**config.mk**
```make
export PLATFORM = sky130hd
export DESIGN_NAME = uart_rx_loader
export DESIGN_NICKNAME = d
export VERILOG_FILES = /design/src/rtl/uart_rx_loader.sv
export SDC_FILE = /design/constraint.sdc
export NUM_CORES = 1
export LEC_CHECK = 0
export CAP_MARGIN = 20
export CORE_MARGIN = 5
export CORE_UTILIZATION = 53
export DETAILED_ROUTE_END_ITERATION = 7
export PLACE_DENSITY = 0.76
export SKIP_LAST_GASP = 1
export SYNTH_ARGS = -nofsm -noshare
export SYNTH_HDL_FRONTEND = slang
export SYNTH_SLANG_ARGS = --single-unit
```
**constraint.sdc**
```tcl
create_clock -name clk -period 1.6 [get_ports clk]
set_input_delay 0.16 -clock clk [delete_from_list [all_inputs] [get_ports clk]]
set_output_delay 0.16 -clock clk [all_outputs]
set_load 0.1 [all_outputs]
```
**src/rtl/uart_rx_loader.sv**
```systemverilog
// Serial 8N1-style receiver feeding a parallel load register: N-bit word plus one-cycle load
// strobe on a good frame, one-cycle frame_err strobe when the stop bit samples low.
module uart_rx_loader #(
   parameter int unsigned N            = 8,
   parameter int unsigned CLKS_PER_BIT = 16
) (
   input  logic         clk,
   input  logic         reset,
   input  logic         rx,
   output logic [N-1:0] data,
   output logic         load,
   output logic         frame_err,
   output logic         busy
);

   localparam int unsigned CW = $clog2(CLKS_PER_BIT);
   localparam int unsigned BW = $clog2(N + 1);

   localparam logic [CW-1:0] DivLast = CW'(CLKS_PER_BIT - 1);
   localparam logic [CW-1:0] DivHalf = CW'(CLKS_PER_BIT / 2 - 1);
   localparam logic [BW-1:0] BitLast = BW'(N - 1);

   typedef enum logic [1:0] {
      StIdle,
      StStart,
      StData,
      StStop
   } state_e;

   state_e          state_q;
   logic            rx_meta_q;
   logic            rx_s_q;
   logic            rx_d_q;
   logic [CW-1:0]   div_q;
   logic [BW-1:0]   bit_q;
   logic [N-1:0]    shreg_q;
   logic [N-1:0]    data_q;
   logic            load_q;
   logic            ferr_q;
   logic [N:0]      shift_in;

   // New bit enters at the top so that after N shifts bit k sits in shreg[k].
   always_comb begin
      shift_in = {rx_s_q, shreg_q};
   end

   always_ff @(posedge clk) begin
      if (reset) begin
         state_q   <= StIdle;
         rx_meta_q <= 1'b1;
         rx_s_q    <= 1'b1;
         rx_d_q    <= 1'b1;
         div_q     <= '0;
         bit_q     <= '0;
         shreg_q   <= '0;
         data_q    <= '0;
         load_q    <= 1'b0;
         ferr_q    <= 1'b0;
      end else begin
         rx_meta_q <= rx;
         rx_s_q    <= rx_meta_q;
         rx_d_q    <= rx_s_q;
         load_q    <= 1'b0;
         ferr_q    <= 1'b0;
         case (state_q)
            StIdle: begin
               if (rx_d_q && !rx_s_q) begin
                  state_q <= StStart;
                  div_q   <= '0;
               end
            end
            StStart: begin
               if (div_q == DivHalf) begin
                  div_q   <= '0;
                  bit_q   <= '0;
                  state_q <= rx_s_q ? StIdle : StData;
               end else begin
                  div_q <= div_q + CW'(1);
               end
            end
            StData: begin
               if (div_q == DivLast) begin
                  div_q   <= '0;
                  shreg_q <= shift_in[N:1];
                  if (bit_q == BitLast) begin
                     state_q <= StStop;
                  end else begin
                     bit_q <= bit_q + BW'(1);
                  end
               end else begin
                  div_q <= div_q + CW'(1);
               end
            end
            StStop: begin
               if (div_q == DivLast) begin
                  div_q   <= '0;
                  state_q <= StIdle;
                  if (rx_s_q) begin
                     data_q <= shreg_q;
                     load_q <= 1'b1;
                  end else begin
                     ferr_q <= 1'b1;
                  end
               end else begin
                  div_q <= div_q + CW'(1);
               end
            end
            default: state_q <= StIdle;
         endcase
      end
   end

   assign data      = data_q;
   assign load      = load_q;
   assign frame_err = ferr_q;
   assign busy      = (state_q != StIdle);

endmodule

```
==> key figures <==
Die
  • Effective utilization at floorplan: 56.0%
  • Overall die height: 58.3 µm
  • Die width: 58.3 µm
  • Count of boundary I/O pins: 14
  • Placeable core region: 2210 µm²
  • Full die area: 3400 µm²
  • Placement row count: 17

Route
  • Average wire per standard cell: 12.9 µm
  • DRC violations left: 0
  • Detailed-route via count: 978
  • Total length of routed wires: 2380 µm
  • Number of DRC markers in iteration 0: 24
  • Avg Vias per Cell: 5.32
  • Remaining number of nets flagged by the antenna check after routing: 0
  • Drt first pass iters: 4

Global route
  • Largest net degree at the start of global routing: 18
  • Gr usage total: 16.0%
  • Initial antenna violation count: 0
  • Global-route wire length before repair: 4020 µm
  • Number of global-route vias before repair: 927
  • Grt ovf: 0

Yosys
  • Flip-flop and latch count after synthesis: 31
  • Number of flops mapped to enable cells by yosys: 0
  • Sequential share of the synthesized area: 50.1%
  • Most instantiated flip-flop cell in the synthesis netlist: sky130_fd_sc_hd__dfxtp_1
  • Proportion of synthesized flip-flops having asynchronous set or reset: 0%
  • Syn_area_per_cell: 9.31 µm²
  • Synth Instances: 133
  • Number of distinct library cells after synthesis: 33
  • Synthesis warning total: 0
  • Synthesized area: 1240 µm²
  • Total nets after synthesis: 138

STA
  • Remaining max-slew budget at the tightest pin: 75.2%
  • Portion of the clock cycle consumed by the worst path in the final layout: 92.1%
  • Final worst clock skew: 0.00940 ns
  • Top achievable clock speed: 679 MHz
  • Measured slew at the worst slew-check pin: 0.371 ns
  • Setup repair after global routing missed its margin: no
  • Shortest clock period the worst path allows after layout: 1.47 ns
  • Worst slack on hold paths: 0.376 ns
  • Number of failing setup endpoints in the final timing report: 0
  • Number of max-slew violations in the final report: 0
  • Final hold violation count: 0

Critical path
  • Worst reg2reg path depth: 5
  • R2R Setup Slk: 0.13 ns
  • Worst-path cell chain: ha_4, nand4_4, or2_1, nor2_1, nor3_1
  • RR Startpoint: div_q[0]
  • Peak fanout along the critical path: 9
  • Critical register-to-register path endpoint: bit_q[2]
  • Timing startpoint of the critical path: div_q[0]
  • Critical path class: reg2reg
  • Critical path capture point type: flip-flop
  • Startpoint type of the worst setup path: flip-flop
  • CP max stage cell: sky130_fd_sc_hd__dfxtp_1
  • Largest stage delay on the critical path: 0.44 ns
  • Worst endpoint data arrival time: 1.71 ns
  • Required time of the worst setup path: 1.84 ns

Run status
  • Outcome: finished, final reports clean

Placed design
  • Routability cong.: 0.815
  • Total of buffers placed on input and output ports: 13
  • Number of cells after detailed placement: 174
  • Estimated wirelength of the detail-placed design: 1720 µm

CTS
  • Maximum buffer depth of the clock tree: 2
  • Latest clock arrival within the worst-skew pair: 0.34 ns
  • Number of clock sinks: 31
  • Hold buffers post-CTS: 0
  • Clock tree from TritonCTS: built
  • Root Buffer Master: sky130_fd_sc_hd__clkbuf_4
  • CTS Buf Count: 5
  • CTS HTree Levels: 2
  • CTS clk-pin slew, worst paths: 0.09 ns

Worst hold path
  • Path category of the worst min-delay check: in2reg
  • Instance count along the most critical hold path: 2
  • Hold Crit Start: rx
  • Worst Hold Endpoint: rx_meta_q

Cells and area
  • Final instance count without filler cells: 184
  • Finished Core Util: 75.7%
  • Number of antenna repair diodes: 0
  • Nets: 160
  • Ratio of cells with drive above 1 in the final layout: 26.3%
  • Area delta synth->final: 35.3%

Pwr
  • Leakage dissipation: 0.599 nW
  • Worst ir drop on vdd: 1360 µV
  • Cell area power density: 895 nW/µm²

Flow run
  • Max-cap violations: 0
## worst max-delay path: cells and delay by family (launching register included)
family | cells | cell delay (ns)
adders and majority gates | 1 | 0.23
DFF | 1 | 0.44
and+or+nand+nor | 4 | 0.71
## logic make-up (layout without fill, tap and decap cells)
family,count (synthesis),in the layout,share of synthesized area (%)
and+or+nand+nor,61,61,25.9
DFF,31,31,50.1
AOI/OAI and AO/OA,20,20,10.1
muxes,10,10,8.18
buffers and inverters,7,30,2.32
adders and majority gates,2,2,2.02
xor gates and xnor gates,2,2,1.41
## final cells by class
class                           count  area (µm²)
Inverter                            2        11.3
Clock inverter                      2        35.0
Timing Repair Buffer               20         305
Multi-Input combinational cell     95         617
Fill cell                         149         537
Clock buffer                        6        51.3
Tap cell                           28        35.0
Sequential cell                    31         621
## repair_timing
action / in CTS / in global routing
pin swaps: 0 / 1
resized for setup: 1 / 1
buffers inserted: 0 / 2
hold endpoints to repair: 0 / 0
endpoints found under the setup margin: 8 / 10
## flip-flops by register name, summed over array words and instances, names as in the netlist, named ones only
register and flops:
div_q 4, load 1, rx_s_q 1, rx_meta_q 1, data 8, shreg_q 8, rx_d_q 1, frame_err 1
state_q 1, bit_q 4
## worst max-delay path by stage
stage                       to  slack [ns]
finish                bit_q[2]        0.13
global route        shreg_q[6]        0.02
CTS                    data[3]        0.02
detailed placement     data[3]       -0.06
global placement       data[2]        0.06
floorplan           state_q[0]       -0.17
## Yosys cell counts, types with 3 or more instances
library cell               instances  area (µm²)
sky130_fd_sc_hd__nand2_1          19        71.3
sky130_fd_sc_hd__mux2i_1           9        90.1
sky130_fd_sc_hd__nand3_1           4        20.0
sky130_fd_sc_hd__or2_2             3        18.8
sky130_fd_sc_hd__nor2b_1           3        18.8
sky130_fd_sc_hd__dfxtp_1          31         621
sky130_fd_sc_hd__nor3_1            4        20.0
sky130_fd_sc_hd__a21oi_1          10        50.1
sky130_fd_sc_hd__nor2_1           17        63.8
sky130_fd_sc_hd__clkbuf_1          3        11.3
## placed cells by master, fill, tap and decap left out, drive strengths merged, types with 3 or more instances in the layout
cell type | Yosys | layout
dfxtp | 31 | 31
nand2 | 19 | 19
nor2 | 19 | 19
buf | 2 | 18
a21oi | 11 | 11
mux2i | 9 | 9
clkbuf | 3 | 6
nand3 | 5 | 5
nor3 | 5 | 5
or2 | 4 | 4
nor2b | 3 | 3
## power breakdown
part | internal, W | switching [W]
registers | 0.000778 | 0.00000853
logic | 0.0000297 | 0.0000437
clock network | 0.000369 | 0.000271
## through the flow
| stage | setup WS [ns] | TNS (ns) | power, W | cell area (µm²) |
|---|---|---|---|---|
| 6_report | 0.127 | 0 | 0.00150 | 1680 |
| 5_1_grt | 0.0170 | 0 | 0.00156 | 1680 |
| 4_1_cts | 0.0205 | 0 | 0.00152 | 1640 |
| 3_5_place_dp | -0.0559 | -0.189 | 0.000875 | 1550 |
| 3_3_place_gp | 0.0565 | 0 | 0.000873 | 1550 |
| 2_1_floorplan | -0.173 | -0.210 | 0.000852 | 1260 |
## routing by layer
metal | vias to the layer above | wire (µm) | global-route usage, %
li1 | 501 | - | -
met3 | 3 | 117 | 8.11
met2 | 14 | 1140 | 24.1
met4 | 0 | 31 | 6.95
met1 | 460 | 1100 | 19.0
met5 | - | 0 | 0
Power figures use the tool's default switching activity.
